--- src/rtl/wave_gen_pkg.sv ---
// rtl/wave_gen_pkg.sv - shared state encoding, frame sizing and duty conversion for wave output stages
package wave_gen_pkg;

  localparam int DEFAULT_N_FRAC = 7;

  typedef enum logic [1:0] {
    ST_IDLE = 2'd0,
    ST_REQ  = 2'd1,
    ST_WAIT = 2'd2,
    ST_HOLD = 2'd3
  } pwm_state_t;

  // Last counter value of a PWM frame; the frame is 2^(n_frac+1) cycles long.
  function automatic logic [31:0] frame_max(input int n_frac);
    return (32'd1 << (n_frac + 1)) - 32'd1;
  endfunction

  // Signed sample to offset-binary duty: flipping the sign bit maps -2^n_frac to 0
  // and 2^n_frac-1 to full scale, so no saturation is ever needed.
  function automatic logic [31:0] offset_duty(input logic [31:0] s, input int n_frac);
    logic [31:0] mask;
    mask = frame_max(n_frac);
    return (s & mask) ^ (32'd1 << n_frac);
  endfunction

endpackage

--- src/rtl/pwm_frame_counter.sv ---
// rtl/pwm_frame_counter.sv - clearable frame counter with registered duty compare and wrap flag
module pwm_frame_counter
  import wave_gen_pkg::*;
#(
  parameter int W = 8
) (
  input  logic         clk_i,
  input  logic         rst_i,
  input  logic         clear_i,
  input  logic         run_i,
  input  logic [W-1:0] duty_i,
  output logic [W-1:0] cnt_o,
  output logic         pwm_o,
  output logic         wrap_o
);

  localparam logic [W-1:0] CNT_MAX = W'(frame_max(W - 1));

  // Count through the frame (natural wrap at MAX) and register the duty compare.
  always_ff @(posedge clk_i or negedge rst_i) begin
    if (!rst_i) begin
      cnt_o <= '0;
      pwm_o <= 1'b0;
    end else begin
      pwm_o <= run_i && (cnt_o < duty_i);
      if (clear_i) begin
        cnt_o <= '0;
      end else begin
        cnt_o <= cnt_o + 1'b1;
      end
    end
  end

  assign wrap_o = (cnt_o == CNT_MAX);

endmodule

--- src/rtl/pwm_output_stage.sv ---
// rtl/pwm_output_stage.sv - paces sample requests per PWM frame and plays samples out as PWM
module pwm_output_stage
  import wave_gen_pkg::*;
#(
  parameter int N_FRAC = DEFAULT_N_FRAC
) (
  input  logic                clk_i,
  input  logic                rst_i,
  input  logic                enable_i,
  input  logic signed [N_FRAC:0] data_i,
  input  logic                data_valid_strobe_i,
  output logic                next_data_strobe_o,
  output logic                pwm_o,
  output logic signed [N_FRAC:0] sample_o,
  output logic                underrun_strobe_o
);

  localparam int SW = N_FRAC + 1;

  pwm_state_t              state;
  pwm_state_t              state_nxt;
  logic signed [SW-1:0]    active;
  logic signed [SW-1:0]    pending;
  logic [SW-1:0]           cnt;
  logic [SW-1:0]           duty;
  logic                    wrap;
  logic                    run;
  logic                    clear;

  assign duty  = SW'(offset_duty(32'(active), N_FRAC));
  assign run   = (state != ST_IDLE);
  assign clear = (state == ST_IDLE) || !enable_i;

  pwm_frame_counter #(
    .W(SW)
  ) u_counter (
    .clk_i  (clk_i),
    .rst_i  (rst_i),
    .clear_i(clear),
    .run_i  (run),
    .duty_i (duty),
    .cnt_o  (cnt),
    .pwm_o  (pwm_o),
    .wrap_o (wrap)
  );

  // State register.
  always_ff @(posedge clk_i or negedge rst_i) begin
    if (!rst_i) begin
      state <= ST_IDLE;
    end else begin
      state <= state_nxt;
    end
  end

  // Next state and Moore/Mealy strobes; dropping enable overrides everything.
  always_comb begin
    state_nxt          = state;
    next_data_strobe_o = (state == ST_REQ);
    underrun_strobe_o  = 1'b0;
    case (state)
      ST_IDLE: if (enable_i) state_nxt = ST_REQ;
      ST_REQ:  state_nxt = data_valid_strobe_i ? ST_HOLD : ST_WAIT;
      ST_WAIT: begin
        if (wrap) begin
          state_nxt         = ST_REQ;
          underrun_strobe_o = enable_i && !data_valid_strobe_i;
        end else if (data_valid_strobe_i) begin
          state_nxt = ST_HOLD;
        end
      end
      ST_HOLD: if (wrap) state_nxt = ST_REQ;
      default: state_nxt = ST_IDLE;
    endcase
    if (!enable_i) state_nxt = ST_IDLE;
  end

  // Sample capture into pending, promotion to active at frame end; a late
  // capture on the last cycle goes straight to active.
  always_ff @(posedge clk_i or negedge rst_i) begin
    if (!rst_i) begin
      pending <= '0;
      active  <= '0;
    end else if (!enable_i) begin
      pending <= '0;
      active  <= '0;
    end else begin
      case (state)
        ST_REQ: if (data_valid_strobe_i) pending <= data_i;
        ST_WAIT: begin
          if (data_valid_strobe_i) pending <= data_i;
          if (wrap && data_valid_strobe_i) active <= data_i;
        end
        ST_HOLD: if (wrap) active <= pending;
        default: ;
      endcase
    end
  end

  assign sample_o = active;

endmodule

--- config.mk ---
export PLATFORM = sky130hd
export DESIGN_NAME = pwm_output_stage
export DESIGN_NICKNAME = d
export VERILOG_FILES = /design/src/rtl/wave_gen_pkg.sv /design/src/rtl/pwm_frame_counter.sv /design/src/rtl/pwm_output_stage.sv
export SDC_FILE = /design/constraint.sdc
export NUM_CORES = 1
export LEC_CHECK = 0
export CAP_MARGIN = 0
export CORE_ASPECT_RATIO = 0.7
export CORE_MARGIN = 2
export CORE_UTILIZATION = 40
export DETAILED_ROUTE_END_ITERATION = 10
export GPL_TIMING_DRIVEN = 0
export PLACE_DENSITY = 0.6
export SLEW_MARGIN = 40
export SYNTH_ARGS = -nofsm -noshare
export SYNTH_HDL_FRONTEND = slang
export SYNTH_HIERARCHICAL = 1
export SYNTH_SLANG_ARGS = --single-unit
--- constraint.sdc ---
create_clock -name clk_i -period 4.5 [get_ports clk_i]
set_input_delay 0.675 -clock clk_i [delete_from_list [all_inputs] [get_ports clk_i]]
set_output_delay 0.675 -clock clk_i [all_outputs]
set_load 0.05 [all_outputs]
==> After elaboration in Yosys (flattened, before gate mapping) <==
Index checks and enable logic that the tools add are counted.
{ "totals": {"input_bits": 12, "register_bits": 27, "wordCells": 46} }
{ "classes": {"n_eq_ne": 10, "n_bitwise": 1, "n_reduce_logical": 12, "muxes": 16, "order_cmp": 1, "add_sub_neg": 1} }
{ "ops": {"columns": ["cell", "count"], "rows": [
  ["$mux W8", 7],
  ["$pmux W8 S2", 1],
  ["$add A8 B1 Y8 const B", 1],
  ["$eq A8 B8 Y1 const B", 1],
  ["$lt A8 B8 Y1", 1],
  ["$mux W2", 4],
  ["$pmux W2 S4", 1],
  ["$ne A3 B3 Y1 const B", 2],
  ["$eq A2 B2 Y1 const B", 2],
  ["$ne A4 B4 Y1 const B", 1],
  ["$reduce_and A2 Y1", 2],
  ["$logic_and A1 B1 Y1", 3],
  ["$mux W1", 3],
  ["$ne A3 B1 Y1 const B", 1],
  ["$reduce_and A3 Y1", 1],
  ["$eq A2 B1 Y1 const B", 1],
  ["$logic_not A1 Y1", 2],
  ["$logic_not A2 Y1", 1],
  ["$ne A2 B1 Y1 const B", 1],
  ["$ne A2 B2 Y1 const B", 1],
  ["$reduce_bool A2 Y1", 1],
  ["$reduce_or A2 Y1", 1],
  ["$logic_or A1 B1 Y1", 1],
  ["$not A1 Y1", 1]
]} }

==> Longest topological paths before layout <==
Gate-level depths: netlist of run 1.
{ "depth": {"word_depth": 5, "ltp_mapped": 7, "mapped_depth_nobuf": 6} }

==> Hierarchy <==
Netlist of run 1, hierarchy kept.
{ "modules_own_cells": {"columns": ["module", "seq_area_each_um2", "instances", "area_each_um2", "cells_per_inst"], "rows": [
  ["pwm_output_stage", 450.4, 1, 1069.8, 105],
  ["pwm_frame_counter", 225.2, 1, 555.5, 58]
]} }

==> Least setup slack after synthesis of run 1 <==
No wires, ideal clock.
{ "synth_path": {"path_kind": "register -> output", "startpoint": "register u_counter.cnt_o[0]", "endpoint": "output port underrun_strobe_o", "path_stages_with_launch": 7, "arrival_time_ps": 2089, "setup_slack_ps": 1736, "path_cell_list": "dfrtp_1 -> ha_1 -> nand3_1 -> nor2_1 -> buf_4 -> nand2_1 -> nor3_1"} }
{ "synth_between": {"elab_chain_cells": 3} }
{ "synth_rtl": {"columns": ["element", "line_no", "source"], "rows": [
  ["start, declared", "pwm_frame_counter.sv:12", "output logic [W-1:0] cnt_o,"],
  ["start signal, assigned", "pwm_frame_counter.sv:29", "cnt_o <= cnt_o + 1'b1;"],
  ["$eq A8 B8 Y1", "pwm_frame_counter.sv:34", "assign wrap_o = (cnt_o == CNT_MAX);"],
  ["named net wrap", "pwm_output_stage.sv:26", "logic wrap;"],
  ["$mux W1", "pwm_output_stage.sv:65", "if (wrap) begin"],
  ["$mux W1", "pwm_output_stage.sv:61", "case (state)"],
  ["end, declared", "pwm_output_stage.sv:15", "output logic underrun_strobe_o"]
]} }
The timed path passes the listed nets, and every way through them passes these cells.

==> Worst setup path after layout of run 1 <==
{ "layout_path": {"startpoint": "input port enable_i", "endpoint": "output port underrun_strobe_o"} }
{ "layout_between": {"elab_chain_cells": 3} }
{ "layout_rtl": {"columns": ["element", "line_no", "source"], "rows": [
  ["start, declared", "pwm_output_stage.sv:9", "input logic enable_i,"],
  ["$logic_and A1 B1 Y1", "pwm_output_stage.sv:67", "underrun_strobe_o = enable_i && !data_valid_strobe_i;"],
  ["$mux W1", "pwm_output_stage.sv:65", null],
  ["$mux W1", "pwm_output_stage.sv:61", null]
]} }
Every way passes these cells.

==> results of run 1 <==
power breakdown:
| part | leakage, uW | internal (uW) | switching, uW | total (uW) |
|---|---|---|---|---|
| clock network | 0.0000217 | 63.0 | 81.7 | 145 |
| logic | 0.000412 | 76.4 | 138 | 214 |
| registers | 0.000370 | 269 | 18.9 | 288 |
path summary, 6_finish.rpt:
check	depth (start not counted)	slack (ns)	start	endpoint
worst min register to register	1	0.51	u_counter/cnt_o[0]	u_counter/cnt_o[0]
min in group clk_i	1	0.51	u_counter/cnt_o[0]	u_counter/cnt_o[0]
worst max register to register	5	2.71	state[1]	state[0]
max in group asynchronous	1	3.68	rst_i	pending[7]
worst max-delay path	4	1.16	enable_i	underrun_strobe_o
worst min-delay path	1	0.40	rst_i	u_counter/cnt_o[2]
stage by stage:
stage	hold WS, ns	std cells	setup slack (ns)
2_1_floorplan	0.379	163	1.74
6_report	0.402	241	1.16
3_3_place_gp	0.496	237	1.19
5_1_grt	0.437	241	1.05
4_1_cts	0.417	241	1.14
3_5_place_dp	0.508	237	1.15
synthesized netlist by cell type (2+ instances only):
| library cell | n |
|---|---|
| inv_1 | 12 |
| o21ai_0 | 5 |
| nor2b_1 | 4 |
| a21oi_1 | 19 |
| buf_6 | 3 |
| ha_1 | 13 |
| clkbuf_1 | 2 |
| or3_1 | 3 |
| o211ai_1 | 2 |
| xor2_1 | 2 |
| nand2_1 | 14 |
| a211oi_2 | 8 |
| nand3_1 | 11 |
| nor2_1 | 5 |
| dfrtp_1 | 27 |
| mux2i_1 | 9 |
| buf_4 | 8 |
worst register-to-register path, stage by stage (launching register included):
cell,delay [ns]
dfrtp_1,0.41
inv_1,0.10
ha_1,0.30
clkbuf_1,0.42
a31oi_1,0.17
mux2_2,0.28
sequential cells by signal, indices dropped and copies added, names as in the netlist:
register	flops
pending	8
sample_o	8
state	2
u_counter/cnt_o	8
u_counter/pwm_o	1
final cells by class:
cell class | count | area (sq um)
repair buffers | 22 | 215
well taps | 52 | 65.1
inverters | 13 | 48.8
clock inverters | 1 | 7.51
clock buffers | 3 | 41.3
fillers | 385 | 1940
flip-flops and latches | 27 | 676
plain buffers | 14 | 105
multi-input cells | 109 | 796
cells by family after synthesis:
family / after synthesis
AOI/OAI and AO/OA: 39
xor gates and xnor gates: 3
adders and majority gates: 13
buffers and inverters: 27
DFF: 27
muxes: 11
and+or+nand+nor: 43
routing by layer:
layer	GRT usage, %	vias up	wire length (microns)
met5	0	-	0
met4	2.18	0	16
met3	4.75	2	153
met2	27.9	24	1600
met1	23.9	609	1770
li1	-	612	-
==> metrics.yaml, run 1 <==
status:
  status: "finished, final reports clean"
layout:
  final_common_cell: "dfrtp_1"
  stdcell_area_sq_mm: 0.00195
  syn2layout_area_growth_pct: 20.2
  final_cell_mix: "27 x dfrtp_1, 21 x clkdlybuf4s50_1, 19 x a21oi_1"
  finalCoreUtilization_pct: 50.1
  final_layout_size_suffix_gt1_share_pct: 14.8
  antennaDiodeCount: 0
  final_nets: 215
timing:
  fin_tns_setup_ns: 0
  max_freq_ghz: 0.300
  worst_slew_pin_slew_ns: 0.632
  maxSlewHeadroom_pct: 57.8
  rsz0062_at_grt: "false"
  hold_viol_final: 0
  fin_crit_ns: 3.34
  finClkSkew_ns: 0.00638
  slew_violations: 0
  period_share_pct: 74.2
  setup_viol: 0
global_routing:
  grt_pass1_vias: 1218
  antenna_found_initial: 0
  grtUsageTotal_pct: 17.2
  grt_overflow: 0
  grt_pass1_wl_microns: 5950
  grt_max_degree: 28
place:
  numPortBuffers: 22
  place_area_sq_mm: 0.00191
  hpwl_microns: 2640
  gp_congestion: 0.793
clock_network:
  cts_root_buf: "clkbuf_8"
  cts_hold_buf: 0
  clk_latency_ns: 0.28
  postCtsSetupRepairBufs: 0
  cts.sinks: 27
  cts_tree: "done"
  post_cts_resized: 0
  worst_setup_hold_path_clk_slew_ns: 0.10
  cts_made_buffers: 3
  cts_buffer_depth: 2
  h-tree-depth: 1
die:
  row_count: 19
  die_w_microns: 80.2
  die_y_microns: 57.3
  core_sq_mm: 0.00390
  pin_count: 23
  initial_utilization_pct: 41.7
  die-area_sq_mm: 0.00460
critical_path:
  cpPeakStageDelay_ns: 0.83
  crit_family: "buffers and inverters"
  end_kind: "output port"
  crit_chain: "clkdlybuf4s50_1, clkinv_1, nor3_1, clkdlybuf4s50_1"
  required_ns: 3.83
  critPathSlowestCell: "clkdlybuf4s50_1"
  path_buf_inv: 3
  arrival_ns: 2.66
  cp_max_fo: 9
  path_common_cell: "clkdlybuf4s50_1"
  start_kind: "input pin"
  path_class: "in2out"
yosys:
  synth_top_cell_by_area: "dfrtp_1"
  async_flop_share_pct: 100
  avgSynthCellArea_sq_um: 9.97
  synth_area_sq_mm: 0.00163
  yosys-top-cells-area: "dfrtp_1 42%, ha_1 10%, a211oi_2 6.2%, a21oi_1 5.9%, mux2i_1 5.5%"
  synth-seq-cells: 27
  synth.net_count: 188
  synth_top_area_share_pct: 41.6
  synth_top_flop_cell: "dfrtp_1"
  synthSimpleGateAreaFrac_pct: 13.2
  yosysWarnings: 6
  yosysSeqAreaShare_pct: 41.6
  netlist_instances: 163
  muxShareOfSynthArea_pct: 7.16
  synth_compound_area_share_pct: 17.0
  synth-edff-count: 0
  synthXorXnorAreaFrac_pct: 1.62
  synth_top_family_by_area: "compound AO/OA/AOI/OAI gates"
  synthAdderAreaFrac_pct: 10.0
  yosysUniqueCellTypes: 33
drt:
  finalWirelength_microns: 3530
  drcViolationCount: 0
  routedWlPerCell_microns: 14.7
  ant_nets: 0
  via_per_inst: 5.17
  first_pass_iters: 4
  drtIter0Drc: 101
  vias: 1247
power_and_ir_drop:
  irDropWorstVdd_mv: 0.181
  power_density_mw_per_mm2: 331
  total_power_uw: 646
  power_leakage_uw: 0.000804
run:
  maxCapViolCount: 0
worst_hold_path:
  hold_path.class: "in2async"
No activity file was read; power rests on OpenSTA's default activity.
==> run 2, diff against run 1 <==
--- a/config.mk
+++ b/config.mk
@@ -11,7 +11,7 @@
 export CORE_UTILIZATION = 40
 export DETAILED_ROUTE_END_ITERATION = 10
 export GPL_TIMING_DRIVEN = 0
-export PLACE_DENSITY = 0.6
+export PLACE_DENSITY = 0.62
 export SLEW_MARGIN = 40
 export SYNTH_ARGS = -nofsm -noshare
 export SYNTH_HDL_FRONTEND = slang
==> constraint.sdc (replaced) <==
create_clock -name clk_i -period 3 [get_ports clk_i]
set_input_delay 0.45 -clock clk_i [delete_from_list [all_inputs] [get_ports clk_i]]
set_output_delay 0.45 -clock clk_i [all_outputs]
set_load 0.05 [all_outputs]
==> run 2 against run 1 <==
Die area did not move. Clock-buffer cell count up 1. Sequential share of layout area barely moved. Register-to-register slack got worse by 1.5 ns. First-iteration DRC count fell by 24%. Flip-flop and latch count unchanged. Clock power up 42%. Highest routed layer unchanged.
==> metrics.yaml, run 2 (synthesis results as in run 1) <==
layout:
  syn2layout_area_growth_pct: 20.2
  final_common_cell: "dfrtp_1"
  fill_cells: 385
  final_cell_mix: "27 x dfrtp_1, 20 x clkdlybuf4s50_1, 19 x a21oi_1"
  antennaDiodeCount: 0
  register_area_sq_um: 676
  final_layout_size_suffix_gt1_share_pct: 14.3
  multi_input_area_sq_um: 796
  stdcell_count: 241
  final_nets: 215
critical_path:
  path_class: "reg2out"
  required_ns: 2.55
  arrival_ns: 2.09
  start_kind: "flip-flop"
  cp_max_fo: 10
  crit_chain: "ha_1, nand3_1, nor2_1, buf_4, nand2_1, nor3_1, dlymetal6s2s_1"
  critPathSlowestCell: "dlymetal6s2s_1"
  cpPeakStageDelay_ns: 0.45
  end_kind: "output port"
clock_network:
  cts_hold_buf: 0
  cts.sinks: 27
  postCtsSetupRepairBufs: 0
  h-tree-depth: 1
  post_cts_resized: 0
  cts_root_buf: "clkbuf_8"
  cts_made_buffers: 3
  cts_tree: "done"
  clk_latency_ns: 0.27
  worst_setup_hold_path_clk_slew_ns: 0.09
  cts_buffer_depth: 2
timing:
  max_freq_ghz: 0.394
  fin_tns_setup_ns: 0
  rsz0062_at_grt: "false"
  hold_viol_final: 0
  setup_viol: 0
  maxSlewHeadroom_pct: 59.1
  finClkSkew_ns: 0.00771
  worst_slew_pin_slew_ns: 0.613
  slew_violations: 0
  period_share_pct: 84.6
  fin_crit_ns: 2.54
  setup_ws_ns: 0.461
place:
  numPortBuffers: 22
  gp_congestion: 0.807
  hpwl_microns: 2560
  dp.cells: 237
  dp_slack_ns: 0.119
drt:
  via_per_inst: 5.27
  first_pass_iters: 4
  ant_nets: 0
  met3WireLength_microns: 101
  wl_met1_microns: 1740
  drtIter0Drc: 77
  finalWirelength_microns: 3430
  highest_layer: "met4"
  wl_met2_microns: 1570
  vias: 1269
  routedWlPerCell_microns: 14.2
  drcViolationCount: 0
die:
  die-area_sq_mm: 0.00460
  initial_utilization_pct: 41.7
  pin_count: 23
  die_y_microns: 57.3
  die_w_microns: 80.2
  row_count: 19
  core_sq_mm: 0.00390
global_routing:
  grt_overflow: 0
  grtUsageTotal_pct: 16.3
  grt_max_degree: 28
  antenna_found_initial: 0
  grt_pass1_wl_microns: 5910
  grt_pass1_vias: 1274
status:
  status: "finished, final reports clean"
power_and_ir_drop:
  irDropWorstVdd_mv: 0.222
  power_density_mw_per_mm2: 491
  power_leakage_uw: 0.000824
run:
  maxCapViolCount: 0
worst_hold_path:
  hold_path.class: "in2async"
==> run 2: final timing paths <==
kind                                    startpoint            endpoint  slack [ns]  cells after the start
worst max-delay path            u_counter/cnt_o[0]   underrun_strobe_o        0.46                      7
max in group asynchronous                    rst_i         sample_o[4]        2.42                      1
worst min-delay path                         rst_i  u_counter/cnt_o[3]        0.18                      1
worst min register to register  u_counter/cnt_o[0]  u_counter/cnt_o[0]        0.51                      1
worst max register to register            state[1]            state[0]        1.20                      5
min in group clk_i              u_counter/cnt_o[0]  u_counter/cnt_o[0]        0.51                      1
==> run 2: area by class of cell <==
class / count / share of cell area [%]
well taps: 52 / 3.33
inverters: 13 / 2.50
multi-input cells: 109 / 40.7
flip-flops and latches: 27 / 34.6
clock buffers: 4 / 2.31
repair buffers: 22 / 11.1
plain buffers: 14 / 5.38
==> run 2: per-layer routing <==
layer | up-vias | track usage [%]
met4 | 0 | 2.18
met1 | 629 | 23.4
li1 | 614 | -
met5 | - | 0
met3 | 2 | 3.96
met2 | 24 | 26.1
==> run 2: power breakdown <==
part,switching (uW),leakage (uW),internal [uW],total (uW)
Clock,111,0.0000228,95.1,206
Combinational,208,0.000430,115,323
Sequential,28.0,0.000370,403,431
==> run 2: worst max-delay path: cells and delay by family, from the launching register on <==
kind          cells  cell delay, ns
buf+inv           2            0.67
simple gates      4            0.46
flops             1            0.41
fa+ha+maj         1            0.27
==> run 2: through the flow <==
step                      area [sq um]  hold WS (ns)  util (%)  power [uW]
after detailed placement          1910         0.498      48.9         759
after CTS                         1950         0.198      50.0         965
after floorplan                   1630         0.154         -         656
after global placement            1910         0.491      49.0         748
final                             1950         0.181      50.1         960
after global routing              1950         0.217      50.1        1020
==> run 3, diff against run 2 <==
--- a/config.mk
+++ b/config.mk
@@ -11,7 +11,7 @@
 export CORE_UTILIZATION = 40
 export DETAILED_ROUTE_END_ITERATION = 10
 export GPL_TIMING_DRIVEN = 0
-export PLACE_DENSITY = 0.62
+export PLACE_DENSITY = 0.6
 export SLEW_MARGIN = 40
 export SYNTH_ARGS = -nofsm -noshare
 export SYNTH_HDL_FRONTEND = slang
==> constraint.sdc (replaced) <==
create_clock -name clk_i -period 2.34 [get_ports clk_i]
set_input_delay 0.351 -clock clk_i [delete_from_list [all_inputs] [get_ports clk_i]]
set_output_delay 0.351 -clock clk_i [all_outputs]
set_load 0.05 [all_outputs]
==> run 3 against run 2 <==
Non-clock buffer count unchanged. Clock-buffer cell count fell by 1. Clock power up 32%. Via count is 1.8% lower. Setup slack got worse by 0.31 ns. Wire length up 0.44%. Largest power group unchanged. Die area did not move.
==> metrics.yaml, run 3 (synthesis results as in run 1) <==
layout:
  antennaDiodeCount: 0
  stdcell_area_sq_mm: 0.00196
  final_cell_mix: "27 x dfrtp_1, 20 x clkdlybuf4s50_1, 19 x a21oi_1"
  final_common_cell: "dfrtp_1"
  syn2layout_area_growth_pct: 20.6
  final_nets: 215
  final_layout_size_suffix_gt1_share_pct: 16.9
critical_path:
  path_class: "reg2out"
  start_kind: "flip-flop"
  end_kind: "output port"
  arrival_ns: 1.84
  cp_max_fo: 4
  required_ns: 1.99
power_and_ir_drop:
  power_density_mw_per_mm2: 630
  total_power_uw: 1230
  irDropWorstVdd_mv: 0.360
  power_leakage_uw: 0.000807
global_routing:
  grt_pass1_vias: 1249
  grt_pass1_wl_microns: 5910
  grt_max_degree: 28
  antenna_found_initial: 0
  grt_overflow: 0
  grtUsageTotal_pct: 16.7
clock_network:
  cts_made_buffers: 3
  worst_setup_hold_path_clk_slew_ns: 0.10
  postCtsSetupRepairBufs: 0
  cts_tree: "done"
  cts.sinks: 27
  cts_root_buf: "clkbuf_8"
  cts_buffer_depth: 2
  h-tree-depth: 1
  cts_hold_buf: 0
  clk_latency_ns: 0.27
drt:
  vias: 1246
  drtIter0Drc: 71
  ant_nets: 0
  first_pass_iters: 4
  drcViolationCount: 0
  routedWlPerCell_microns: 14.3
  via_per_inst: 5.17
  finalWirelength_microns: 3440
timing:
  max_freq_ghz: 0.457
  worst_slew_pin_slew_ns: 0.609
  rsz0062_at_grt: "false"
  period_share_pct: 93.5
  fin_crit_ns: 2.19
  fin_tns_setup_ns: 0
  maxSlewHeadroom_pct: 59.4
  setup_viol: 0
  finClkSkew_ns: 0.00221
  slew_violations: 0
  hold_viol_final: 0
die:
  die_w_microns: 80.2
  die-area_sq_mm: 0.00460
  core_sq_mm: 0.00390
  initial_utilization_pct: 41.7
  pin_count: 23
  die_y_microns: 57.3
  row_count: 19
run:
  maxCapViolCount: 0
place:
  hpwl_microns: 2620
  place_area_sq_mm: 0.00191
  numPortBuffers: 22
  gp_congestion: 0.787
worst_hold_path:
  hold_path.class: "in2async"
status:
  status: "finished, final reports clean"
==> run 3: final timing paths <==
path	cells after the start	end	startpoint	slack, ns
max	3	next_data_strobe_o	state[1]	0.15
min	1	pending[2]	rst_i	0.07
max reg2reg	5	state[0]	state[1]	0.62
min reg2reg	1	u_counter/cnt_o[0]	u_counter/cnt_o[0]	0.52
max in group asynchronous	1	pending[6]	rst_i	1.87
min in group clk_i	1	u_counter/cnt_o[0]	u_counter/cnt_o[0]	0.52
==> run 3: worst max-delay path: stages (launching register included) <==
cell	delay (ns)
dfrtp_1	0.43
inv_1	0.12
ha_1	0.20
clkdlybuf4s50_1	0.81
==> run 3: per-stage QoR <==
step,setup WS (ns),utilization (%),instances,hold slack (ns)
2_1_floorplan,0.325,-,163,0.0554
3_3_place_gp,-0.321,49.1,237,0.495
3_5_place_dp,-0.331,49.0,237,0.402
4_1_cts,0.0365,50.1,241,0.0951
5_1_grt,0.00492,50.3,241,0.112
6_report,0.153,50.3,241,0.0721
==> run 3: cell type report <==
cell class / instances / area [sq um]
plain buffers: 14 / 105
clock buffers: 3 / 41.3
clock inverters: 1 / 5.00
fillers: 360 / 1940
inverters: 13 / 48.8
multi-input cells: 109 / 806
flip-flops and latches: 27 / 676
well taps: 52 / 65.1
repair buffers: 22 / 213
==> run 3: timing repair <==
action | 4_1_cts | 5_1_grt
setup endpoints to repair | 1 | 1
resized for setup | 5 | 3
pin swaps | 0 | 0
==> run 3: power by group <==
group	internal (uW)	switching, uW	total, uW
Sequential	517	36.0	553
Combinational	148	262	409
Clock	120	152	271
Total	784	449	1230
==> run 3: routing by layer <==
metal	vias up	wire, microns	GRT usage (%)
met2	21	1590	27.7
met4	0	13	2.18
met1	605	1710	22.9
met5	-	0	0
met3	2	132	4.27
li1	618	-	-
